$ cat src/rtl/digit_serial_addsub.sv
// Digit-serial unsigned add/subtract: DIGIT bits per cycle, LSB first, with an
// optional two's-complement pass that turns a negative difference into |A-B|.
module digit_serial_addsub #(
  parameter int WIDTH = 8,
  parameter int DIGIT = 1
) (
  input  logic             clk,
  input  logic             rst_b,
  input  logic             start,
  input  logic             op,
  input  logic             abs_mode,
  input  logic [WIDTH-1:0] A,
  input  logic [WIDTH-1:0] B,
  output logic [WIDTH-1:0] result,
  output logic             co,
  output logic             neg,
  output logic             zero,
  output logic             rdy,
  output logic             done,
  output logic [1:0]       fsm_state
);

  localparam int N  = WIDTH / DIGIT;
  localparam int CW = (N > 1) ? $clog2(N) : 1;

  generate
    if (WIDTH < 2 || (WIDTH % DIGIT) != 0) begin : g_bad_param
      $error("digit_serial_addsub: WIDTH must be >= 2 and a multiple of DIGIT");
    end
  endgenerate

  typedef enum logic [1:0] {
    S_IDLE = 2'd0,
    S_RUN  = 2'd1,
    S_COMP = 2'd2
  } state_t;

  state_t state, state_nxt;

  logic [WIDTH-1:0]       a_sh, b_sh;
  logic                   op_q, abs_q, carry;
  logic [CW-1:0]          cnt;
  logic [DIGIT-1:0]       b_dig;
  logic [DIGIT:0]         dsum;
  logic [WIDTH+DIGIT-1:0] res_cat;
  logic [WIDTH-1:0]       res_shift;
  logic [WIDTH-1:0]       res_comp;
  logic                   last, need_comp, done_nxt;

  // Subtraction is A + ~B + 1; the +1 comes from the carry flop preset to op.
  always_comb begin
    b_dig     = op_q ? ~b_sh[DIGIT-1:0] : b_sh[DIGIT-1:0];
    dsum      = {1'b0, a_sh[DIGIT-1:0]} + {1'b0, b_dig} + {{DIGIT{1'b0}}, carry};
    res_cat   = {dsum[DIGIT-1:0], result};
    res_shift = res_cat[WIDTH+DIGIT-1:DIGIT];
    res_comp  = ~result + WIDTH'(1);
    last      = (cnt == CW'(N - 1));
    need_comp = op_q & abs_q & ~dsum[DIGIT];
  end

  always_comb begin
    state_nxt = state;
    done_nxt  = 1'b0;
    case (state)
      S_IDLE: if (start) state_nxt = S_RUN;
      S_RUN: begin
        if (last) begin
          if (need_comp) begin
            state_nxt = S_COMP;
          end else begin
            state_nxt = S_IDLE;
            done_nxt  = 1'b1;
          end
        end
      end
      S_COMP: begin
        state_nxt = S_IDLE;
        done_nxt  = 1'b1;
      end
      default: state_nxt = S_IDLE;
    endcase
  end

  always_ff @(posedge clk or negedge rst_b) begin
    if (!rst_b) begin
      state <= S_IDLE;
      done  <= 1'b0;
    end else begin
      state <= state_nxt;
      done  <= done_nxt;
    end
  end

  always_ff @(posedge clk or negedge rst_b) begin
    if (!rst_b) begin
      a_sh   <= '0;
      b_sh   <= '0;
      op_q   <= 1'b0;
      abs_q  <= 1'b0;
      carry  <= 1'b0;
      cnt    <= '0;
      result <= '0;
      co     <= 1'b0;
      neg    <= 1'b0;
      zero   <= 1'b1;
    end else begin
      case (state)
        S_IDLE: begin
          if (start) begin
            a_sh  <= A;
            b_sh  <= B;
            op_q  <= op;
            abs_q <= abs_mode;
            carry <= op;
            cnt   <= '0;
          end
        end
        S_RUN: begin
          a_sh   <= a_sh >> DIGIT;
          b_sh   <= b_sh >> DIGIT;
          carry  <= dsum[DIGIT];
          result <= res_shift;
          zero   <= (res_shift == '0);
          cnt    <= cnt + CW'(1);
          if (last) begin
            co  <= dsum[DIGIT];
            neg <= op_q & ~dsum[DIGIT];
          end
        end
        S_COMP: begin
          result <= res_comp;
          zero   <= (res_comp == '0);
        end
        default: ;
      endcase
    end
  end

  assign rdy       = (state == S_IDLE);
  assign fsm_state = state;

endmodule

$ cat config.mk
export PLATFORM = sky130hd
export DESIGN_NAME = digit_serial_addsub
export DESIGN_NICKNAME = d
export VERILOG_FILES = /design/src/rtl/digit_serial_addsub.sv
export SDC_FILE = /design/constraint.sdc
export NUM_CORES = 1
export LEC_CHECK = 0
export CORE_MARGIN = 4
export CORE_UTILIZATION = 46
export DETAILED_ROUTE_END_ITERATION = 10
export PLACE_DENSITY_LB_ADDON = 0.05
export REMOVE_ABC_BUFFERS = 1
export SLEW_MARGIN = 10
export SYNTH_ARGS = -nofsm -noshare
export SYNTH_HDL_FRONTEND = slang
export SYNTH_SLANG_ARGS = --single-unit
$ cat constraint.sdc
create_clock -name clk -period 1.8 [get_ports clk]
set_input_delay 0.18 -clock clk [delete_from_list [all_inputs] [get_ports clk]]
set_output_delay 0.18 -clock clk [all_outputs]
set_load 0.01 [all_outputs]
==> run_results.csv, run 1 <==
group,metric,value,unit
die,io-pin-count,36,
critical_path,cp_data_required_time,2.00,ns
clock_network,ctsResizeCount,4,
die,start_util,49.2,%
final_layout,fillers,307,
critical_path,r2r_start,"op_q",
synthesis,syn_area_per_cell,9.84,um2
synthesis,ys_ff_latch,36,
final_layout,register_area,902,um2
clock_network,post-cts-setup-buffer-count,0,
global_route,antenna_found_initial,0,
sta,slew_violations,0,
power_and_ir_drop,p_total,4.15,mW
clock_network,cts_tree,"built",
clock_network,cts-buffers-inserted,5,
final_layout,nets,259,
critical_path,crit_start,"op_q",
critical_path,rr_worst_depth,6,
sta,timing.hold.ws,0.314,ns
final_layout,most-common-layout-cells,"dfrtp_1, clkdlybuf4s50_1, nand2_1",
placed_design,place.gp.congestion,0.819,
critical_path,cp_slowest_cell,"fa_1",
die,dieHeight,71.8,um
power_and_ir_drop,power.density,1680,nW/um2
synthesis,syn_area,1870,um2
critical_path,slowest_delay,0.51,ns
critical_path,r2r-end,"zero",
synthesis,synthCells,190,
global_route,grt_pass1_wl,6980,um
synthesis,synth-async-reset-ratio,100,%
detailed_routing,vias_per_cell,5.44,
sta,fmax,0.553,GHz
synthesis,yosys.cell_types.count,40,
clock_network,root_buffer,"clkbuf_8",
critical_path,crit_path_end,"zero",
critical_path,critPathKind,"flop to flop",
detailed_routing,drt_iter0_markers,86,
detailed_routing,detail_route.wirelength,4010,um
placed_design,dpl-instance-area,2320,um2
final_layout,fin_area,2470,um2
critical_path,r2r_slack,-0.009,ns
power_and_ir_drop,p_leak,1.08,nW
sta,finalCritPeriodShare,100,%
final_layout,drive_above_1_share,13.4,%
synthesis,synth_edf_count,0,
global_route,track_usage,17.1,%
sta,slew_headroom,70.1,%
detailed_routing,firstDrtPassIters,4,
detailed_routing,drc,0,
clock_network,clock_path_buffers,2,
flow_run,drv_cap,0,
global_route,grt_max_degree,37,
sta,rsz0062_at_grt,"yes",
global_route,overflow,0,
clock_network,numClockSinks,36,
sta,worst_slack,-0.00876,ns
placed_design,dpl.hpwl,2880,um
critical_path,path_cells,"xnor2_1, fa_1, or3b_4, nor4_4, a21oi_2, o31ai_2",
sta,post-route-min-period,1.81,ns
detailed_routing,wl_per_cell,14.3,um
placed_design,port_buffers,35,
synthesis,seq_area_frac_synth,48.2,%
placed_design,post-place-ws,-0.0902,ns
critical_path,cp-start-kind,"flop",
critical_path,cp_data_arrival_time,2.01,ns
sta,worstMarginPinSlew,0.448,ns
worst_hold_path,timing.hold.worst.class,"input pin to async pin",
final_layout,area_delta_synth_final,31.8,%
sta,setup_viol_count_final,1,
detailed_routing,vias,1523,
power_and_ir_drop,vdd_ir_drop_max,1.09,mV
critical_path,cp-end-kind,"flop",
die,rows,22,
critical_path,cp_max_fo,2,
clock_network,htree_levels,2,
clock_network,cts.reportedPaths.clkPinSlew,0.07,ns
sta,hold_viol_final,0,
die,dieWidth,71.8,um
die,die_area,5150,um2
global_route,grt_pass1_vias,1505,
synthesis,ys.flop_type,"dfrtp_1",
die,core,3800,um2
detailed_routing,postRouteAntennaNets,0,
final_layout,multi_input_area,913,um2
sta,finClkSkew,0.00712,ns
final_layout,antenna_cells_inserted,0,
synthesis,yosysWarnings,0,
clock_network,cts_hold_buf,0,
outcome,status,"finished, violations left",
clock_network,worstSkewPairLatency,0.29,ns
outcome,violations,"negative setup slack",
where the power goes:
part | internal [mW] | switching, mW
clock network | 0.411 | 0.288
registers | 1.16 | 0.256
logic | 0.988 | 1.05
kinds of logic (layout without fill, tap and decap cells):
kind of cell	Yosys count	after routing	synth area share, %
buffers and inverters	22	64	4.95
and+or+nand+nor	50	50	13.0
muxes	20	20	10.8
AOI/OAI and AO/OA	52	52	16.6
adders and majority gates	7	7	5.08
DFF	36	36	48.2
xor gates and xnor gates	3	3	1.40
worst max-delay path, delay by kind of cell (launching register included):
kind            cells  cell delay [ns]
simple gates        2             0.56
fa+ha+maj           1             0.51
flops               1             0.40
xor+xnor            1             0.15
compound gates      2             0.12
metal layers:
layer / vias to the layer above / part of all wire (%) / global-route usage, %
met5: - / 0 / 0
met4: 0 / 1.0 / 6.05
met3: 4 / 4.7 / 5.05
met2: 42 / 48 / 26.0
met1: 726 / 47 / 23.1
li1: 751 / - / -
sequential cells by signal, indices dropped and copies added (netlist names):
register and count:
result 8, fsm_state 2, abs_q 1, a_sh 8
neg 1, cnt 3, b_sh 8, zero 1
done 1, carry 1, op_q 1, co 1
final cells by class:
class	instances	share of cell area (%)
Timing Repair Buffer	46	18.1
Sequential cell	36	36.6
Clock buffer	6	2.94
Tap cell	48	2.44
Inverter	10	1.52
Clock inverter	2	1.42
Multi-Input combinational cell	132	37.0
worst min path at each step:
stage            start       to  slack, ns  cells past startpoint
2_1_floorplan    rst_b  a_sh[0]      -0.12                      0
3_3_place_gp   a_sh[4]  a_sh[4]       0.46                      2
3_5_place_dp   b_sh[3]  b_sh[3]       0.47                      2
4_1_cts          rst_b     op_q       0.32                      2
5_1_grt          rst_b     op_q       0.35                      2
6_report         rst_b     op_q       0.31                      2
cell usage after synthesis (2+ instances only):
library cell  number  share of area (%)
dfrtp_1           35                 47
nand2_1           28                5.6
o21ai_0           22                5.9
mux2i_1           19                 10
a21oi_1           12                3.2
inv_1             10                2.0
clkbuf_1           9                1.8
ha_1               6                4.0
o22ai_1            6                2.0
nor2_1             5                1.0
nand2b_1           3                1.0
a32o_1             2                1.1
and3_1             2               0.67
buf_2              2               0.54
nand3_1            2               0.54
nor4_1             2               0.67
xnor2_1            2               0.94
per-stage QoR:
| stage | std cells | util (%) | setup TNS [ns] |
|---|---|---|---|
| floorplan | 178 | - | -12.94 |
| global placement | 272 | 61.2 | -0.0261 |
| detailed placement | 272 | 61.2 | -0.0902 |
| CTS | 280 | 64.6 | -0.00648 |
| global route | 280 | 64.9 | -0.122 |
| finish | 280 | 64.9 | -0.00876 |
No activity file was read; power rests on OpenSTA's default activity.
==> run 2: changes to the inputs <==
--- a/config.mk
+++ b/config.mk
@@ -10,6 +10,7 @@
 export DETAILED_ROUTE_END_ITERATION = 10
 export PLACE_DENSITY_LB_ADDON = 0.05
 export REMOVE_ABC_BUFFERS = 1
+export SETUP_SLACK_MARGIN = 0.1
 export SLEW_MARGIN = 10
 export SYNTH_ARGS = -nofsm -noshare
 export SYNTH_HDL_FRONTEND = slang
==> constraint.sdc (replaced) <==
create_clock -name clk -period 1.6 [get_ports clk]
set_input_delay 0.16 -clock clk [delete_from_list [all_inputs] [get_ports clk]]
set_output_delay 0.16 -clock clk [all_outputs]
set_load 0.01 [all_outputs]
==> run_results.csv, run 2 (synthesized netlist as in run 1, its figures left out) <==
group,metric,value,unit
outcome,status,"finished, violations left",
outcome,violations,"negative setup slack",
critical_path,cp_data_required_time,1.80,ns
clock_network,cts-buffers-inserted,5,
sta,rsz0062_at_grt,"yes",
detailed_routing,wl_met3,305,um
global_route,grt_pass1_wl,7150,um
final_layout,nets,278,
detailed_routing,drt_iter0_markers,166,
clock_network,numClockSinks,36,
critical_path,path_cells,"inv_1, fa_1, or3b_4, nor4_4, a21oi_1, o31ai_2",
die,dieHeight,71.8,um
critical_path,slowest_delay,0.55,ns
final_layout,multi_input_area,1100,um2
final_layout,reg.largest.list,"a_sh (8), b_sh (8), result (8)",
detailed_routing,detail_route.wirelength,4950,um
critical_path,cp-end-kind,"flop",
critical_path,cp-start-kind,"flop",
global_route,track_usage,17.6,%
clock_network,worstSkewPairLatency,0.28,ns
placed_design,port_buffers,35,
final_layout,antenna_cells_inserted,0,
global_route,grt_max_degree,37,
final_layout,final_common_cell,"dfrtp_1",
power_and_ir_drop,power.density,2010,nW/um2
sta,setup_viol_count_final,2,
power_and_ir_drop,vdd_ir_drop_max,0.983,mV
detailed_routing,firstDrtPassIters,4,
die,io-pin-count,36,
placed_design,post-place-ws,-0.340,ns
power_and_ir_drop,p_leak,1.32,nW
detailed_routing,top_layer,"met4",
clock_network,cts_tree,"built",
sta,finalCritPeriodShare,113,%
placed_design,dpl.hpwl,3130,um
final_layout,area_delta_synth_final,52.7,%
die,rows,22,
critical_path,cp_slowest_cell,"fa_1",
sta,fmax,0.552,GHz
critical_path,path_delay_family,"adder cells",
critical_path,critPathBufInv,1,
detailed_routing,dr_wl_met2,2450,um
clock_network,cts_hold_buf,0,
power_and_ir_drop,p_total,5.73,mW
detailed_routing,wl_per_cell,16.6,um
flow_run,drv_cap,0,
clock_network,root_buffer,"clkbuf_8",
sta,slew_violations,0,
detailed_routing,drc,0,
placed_design,place.gp.congestion,0.821,
critical_path,cp_data_arrival_time,2.01,ns
critical_path,r2r-end,"zero",
die,die_area,5150,um2
critical_path,cp_max_fo,2,
detailed_routing,postRouteAntennaNets,0,
sta,post-route-min-period,1.81,ns
sta,worstMarginPinSlew,0.461,ns
placed_design,dpl-instance-area,2380,um2
die,core,3800,um2
final_layout,final_core_util,75.2,%
sta,timing.hold.ws,0.289,ns
global_route,overflow,0,
final_layout,drive_above_1_share,33.5,%
final_layout,finalNonFillerCells,299,
sta,finClkSkew,0.00536,ns
critical_path,r2r_start,"a_sh[0]",
clock_network,clock_path_buffers,2,
detailed_routing,vias_per_cell,5.64,
critical_path,critPathKind,"flop to flop",
global_route,grt_pass1_vias,1598,
final_layout,most-common-layout-cells,"dfrtp_1, clkdlybuf4s50_1, buf_4",
critical_path,r2r_slack,-0.21,ns
sta,worst_slack,-0.213,ns
global_route,antenna_found_initial,0,
final_layout,fin_area,2860,um2
worst_hold_path,timing.hold.worst.class,"input pin to async pin",
clock_network,htree_levels,2,
final_layout,register_area,906,um2
sta,slew_headroom,69.3,%
detailed_routing,wl_met1,2100,um
die,dieWidth,71.8,um
critical_path,rr_worst_depth,6,
final_layout,fillers,265,
sta,hold_viol_final,0,
die,start_util,49.2,%
clock_network,cts.reportedPaths.clkPinSlew,0.07,ns
detailed_routing,vias,1685,
sta,totalNegativeSetupSlack,-0.231,ns
placed_design,dp.cells,278,
==> run 2: cell types whose count changed in the layout (fill, tap and decap cells not counted), sizes merged <==
cell	before	now
buf	11	28
clkdlybuf4s50	35	26
clkbuf	6	11
dlygate4sd2	0	5
dlymetal6s2s	0	3
bufinv	1	0
clkinv	1	0
==> run 2: repair_timing <==
action / 4_1_cts / 5_1_grt
cloned: 0 / 4
buffers inserted: 1 / 8
resized for setup: 12 / 70
pin swaps: 5 / 25
endpoints found under the setup margin: 12 / 33
==> run 2: worst reg2reg max path: cells and delay by family (launching register included) <==
kind	cells	cell delay (ns)
DFF	1	0.41
buffers and inverters	1	0.08
adders and majority gates	1	0.55
AOI/OAI and AO/OA	2	0.15
and+or+nand+nor	2	0.53
==> run 2: worst max-delay path by stage <==
stage | from | endpoint | slack, ns | cells after the start
2_1_floorplan | fsm_state[1] | a_sh[0] | -0.93 | 4
3_3_place_gp | b_sh[0] | zero | -0.23 | 6
3_5_place_dp | b_sh[0] | zero | -0.34 | 6
4_1_cts | op_q | zero | -0.19 | 6
5_1_grt | b_sh[0] | zero | -0.28 | 6
6_report | a_sh[0] | zero | -0.21 | 6
==> run 2: routing by layer <==
layer	track usage [%]	vias up
li1	-	789
met1	22.3	816
met2	29.0	65
met3	4.63	15
met4	6.47	0
met5	0	-
==> run 2: layout make-up <==
cell class / instances / share of cell area (%)
Sequential cell: 36 / 31.7
Clock buffer: 8 / 3.15
Timing Repair Buffer: 65 / 23.2
Inverter: 10 / 1.31
Tap cell: 48 / 2.10
Multi-Input combinational cell: 132 / 38.5
==> run 2: report_power, final <==
part / switching (mW) / total, mW / internal (mW)
Clock: 0.310 / 0.661 / 0.351
Sequential: 0.307 / 1.62 / 1.31
Combinational: 1.72 / 3.46 / 1.74
==> run 3: changes to the inputs <==
--- a/config.mk
+++ b/config.mk
@@ -5,6 +5,7 @@
 export SDC_FILE = /design/constraint.sdc
 export NUM_CORES = 1
 export LEC_CHECK = 0
+export ABC_AREA = 1
 export CORE_MARGIN = 4
 export CORE_UTILIZATION = 46
 export DETAILED_ROUTE_END_ITERATION = 10
==> run_results.csv, run 3 <==
group,metric,value,unit
detailed_routing,drc,0,
die,core,4000,um2
sta,slew_violations,0,
final_layout,antenna_cells_inserted,0,
critical_path,critPathKind,"flop to flop",
detailed_routing,wl_met3,222,um
critical_path,r2r_start,"op_q",
flow_run,drv_cap,0,
sta,finalCritPeriodShare,94.0,%
clock_network,root_buffer,"clkbuf_8",
placed_design,port_buffers,35,
final_layout,final_common_cell,"nand2_1",
detailed_routing,wl_per_cell,12.4,um
synthesis,synthCells,225,
clock_network,htree_levels,2,
final_layout,reg.largest.list,"a_sh (8), b_sh (8), result (8)",
global_route,antenna_found_initial,0,
power_and_ir_drop,vdd_ir_drop_max,0.929,mV
sta,rsz0062_at_grt,"yes",
detailed_routing,detail_route.wirelength,4070,um
critical_path,cp-end-kind,"flop",
global_route,track_usage,17.4,%
detailed_routing,wl_met1,1740,um
clock_network,worstSkewPairLatency,0.28,ns
final_layout,fin_area,2630,um2
die,dieWidth,72.3,um
final_layout,most-common-layout-cells,"nand2_1, dfrtp_1, clkdlybuf4s50_1",
die,dieHeight,72.3,um
synthesis,synth_edf_count,0,
clock_network,numClockSinks,36,
synthesis,syn_area,1900,um2
sta,setup_viol_count_final,0,
placed_design,dpl-instance-area,2390,um2
final_layout,fillers,344,
synthesis,ys_ff_latch,36,
power_and_ir_drop,p_leak,1.16,nW
final_layout,area_delta_synth_final,38.0,%
clock_network,cts.reportedPaths.clkPinSlew,0.07,ns
critical_path,path_cells,"xnor2_1, fa_1, nand3_2, nor2_2, a21oi_2, a21oi_2",
final_layout,drive_above_1_share,20.9,%
synthesis,seq_area_frac_synth,47.4,%
sta,fmax,0.665,GHz
die,start_util,47.6,%
global_route,grt_max_degree,37,
synthesis,yosysMostFrequentCell,"nand2_1",
sta,finClkSkew,0.00544,ns
placed_design,dpl.hpwl,2920,um
detailed_routing,vias,1653,
clock_network,clock_path_buffers,2,
final_layout,nets,306,
global_route,grt_pass1_vias,1581,
detailed_routing,top_layer,"met4",
detailed_routing,firstDrtPassIters,4,
critical_path,cp_data_arrival_time,1.72,ns
die,die_area,5230,um2
power_and_ir_drop,power.density,1960,nW/um2
critical_path,path_delay_family,"adder cells",
final_layout,final_core_util,65.7,%
critical_path,cp_slowest_cell,"fa_1",
detailed_routing,vias_per_cell,5.04,
synthesis,ys.flop_type,"dfrtp_1",
synthesis,yosys.cell_types.count,28,
synthesis,yosysWarnings,0,
sta,post-route-min-period,1.50,ns
sta,hold_viol_final,0,
synthesis,post-synth-top-area-cell,"dfrtp_1",
sta,slew_headroom,76.0,%
critical_path,cp-start-kind,"flop",
placed_design,place.gp.congestion,0.787,
critical_path,cp_common_cell,"a21oi_2",
synthesis,syn_area_per_cell,8.46,um2
outcome,status,"complete, no violations",
critical_path,slowest_delay,0.52,ns
critical_path,crit_start,"op_q",
clock_network,cts_tree,"built",
synthesis,synth_top_area_share,46.0,%
detailed_routing,drt_iter0_markers,58,
critical_path,critPathBufInv,0,
detailed_routing,postRouteAntennaNets,0,
global_route,overflow,0,
synthesis,synthTopCellsByCount,"nand2_1, dfrtp_1, nor2_1",
die,io-pin-count,36,
synthesis,synthTopCellsByArea,"dfrtp_1, nand2_1, o21ai_0",
clock_network,cts-buffers-inserted,5,
critical_path,cp_data_required_time,1.81,ns
worst_hold_path,timing.hold.worst.class,"input pin to async pin",
critical_path,cp_max_fo,2,
global_route,grt_pass1_wl,7170,um
synthesis,synth-async-reset-ratio,100,%
detailed_routing,dr_wl_met2,2040,um
die,rows,23,
sta,worstMarginPinSlew,0.360,ns
## run 3: cell count changes in the layout (fill, tap and decap cells not counted), moves of 4 or more
cell             delta
a21oi_1             -4
a31oi_1             +6
a31oi_2             +7
buf_4              -10
clkdlybuf4s50_1     +7
inv_1               +9
mux2i_1            -18
nand2_1            +37
nand2_4             -8
nand3_1            +11
nor2_1             +19
o21ai_0            +11
o21ai_2            -11
## run 3: repair_timing
action                     4_1_cts  5_1_grt
pin swaps                        1        2
buffers inserted                 6        0
setup endpoints to repair       19       18
gates resized for setup         12       14
hold buffers                     0        0
cloned                           1        0
## run 3: kinds of logic (layout without fill, tap and decap cells)
| group | after synthesis | after routing | share of synthesized area [%] |
|---|---|---|---|
| compound gates | 50 | 50 | 17.7 |
| flops | 36 | 36 | 47.4 |
| simple gates | 97 | 97 | 20.7 |
| mux | 2 | 2 | 1.18 |
| buf+inv | 31 | 84 | 7.16 |
| fa+ha+maj | 7 | 7 | 4.99 |
| xor+xnor | 2 | 2 | 0.920 |
## run 3: per-stage QoR
stage                     power [mW]  setup slack [ns]  instances  hold slack, ns  setup TNS [ns]
final                           5.14            0.0956        328           0.254               0
after global routing            5.60            0.0391        328           0.272               0
after CTS                       5.11            0.0926        328           0.259               0
after detailed placement        4.16            0.0489        314           0.501               0
after global placement          4.09            0.0731        314           0.496               0
after floorplan                 3.20            -0.550        216          -0.136          -10.69
## run 3: final cells by class
cell class              instances  area [um2]  area share (%)
clock buffers                   6        72.6            2.76
clock inverters                 1        5.00           0.190
inverters                      22        85.1            3.24
multi-input cells             158         931            35.4
flip-flops and latches         36         905            34.4
well taps                      50        62.6            2.38
repair buffers                 55         567            21.6
## run 3: layer usage
layer / track usage [%] / vias to the layer above
li1: - / 847
met1: 20.5 / 761
met2: 30.9 / 36
met3: 4.29 / 9
met4: 5.64 / 0
met5: 0 / -
## run 3: path summary, 6_finish.rpt
check,to,slack (ns),cells after the start
max in group asynchronous,zero,1.10,2
min in group clk,b_sh[2],0.44,3
hold / removal,a_sh[4],0.25,2
setup / recovery,zero,0.1,6
setup reg to reg,zero,0.1,6
hold reg to reg,zero,0.52,2
## run 3: power by group
part           internal [mW]  leakage (nW)  switching (mW)  total, mW
clock                  0.296        0.0410           0.300      0.596
sequential              1.33         0.435           0.279       1.61
combinational           1.43         0.684            1.50       2.93
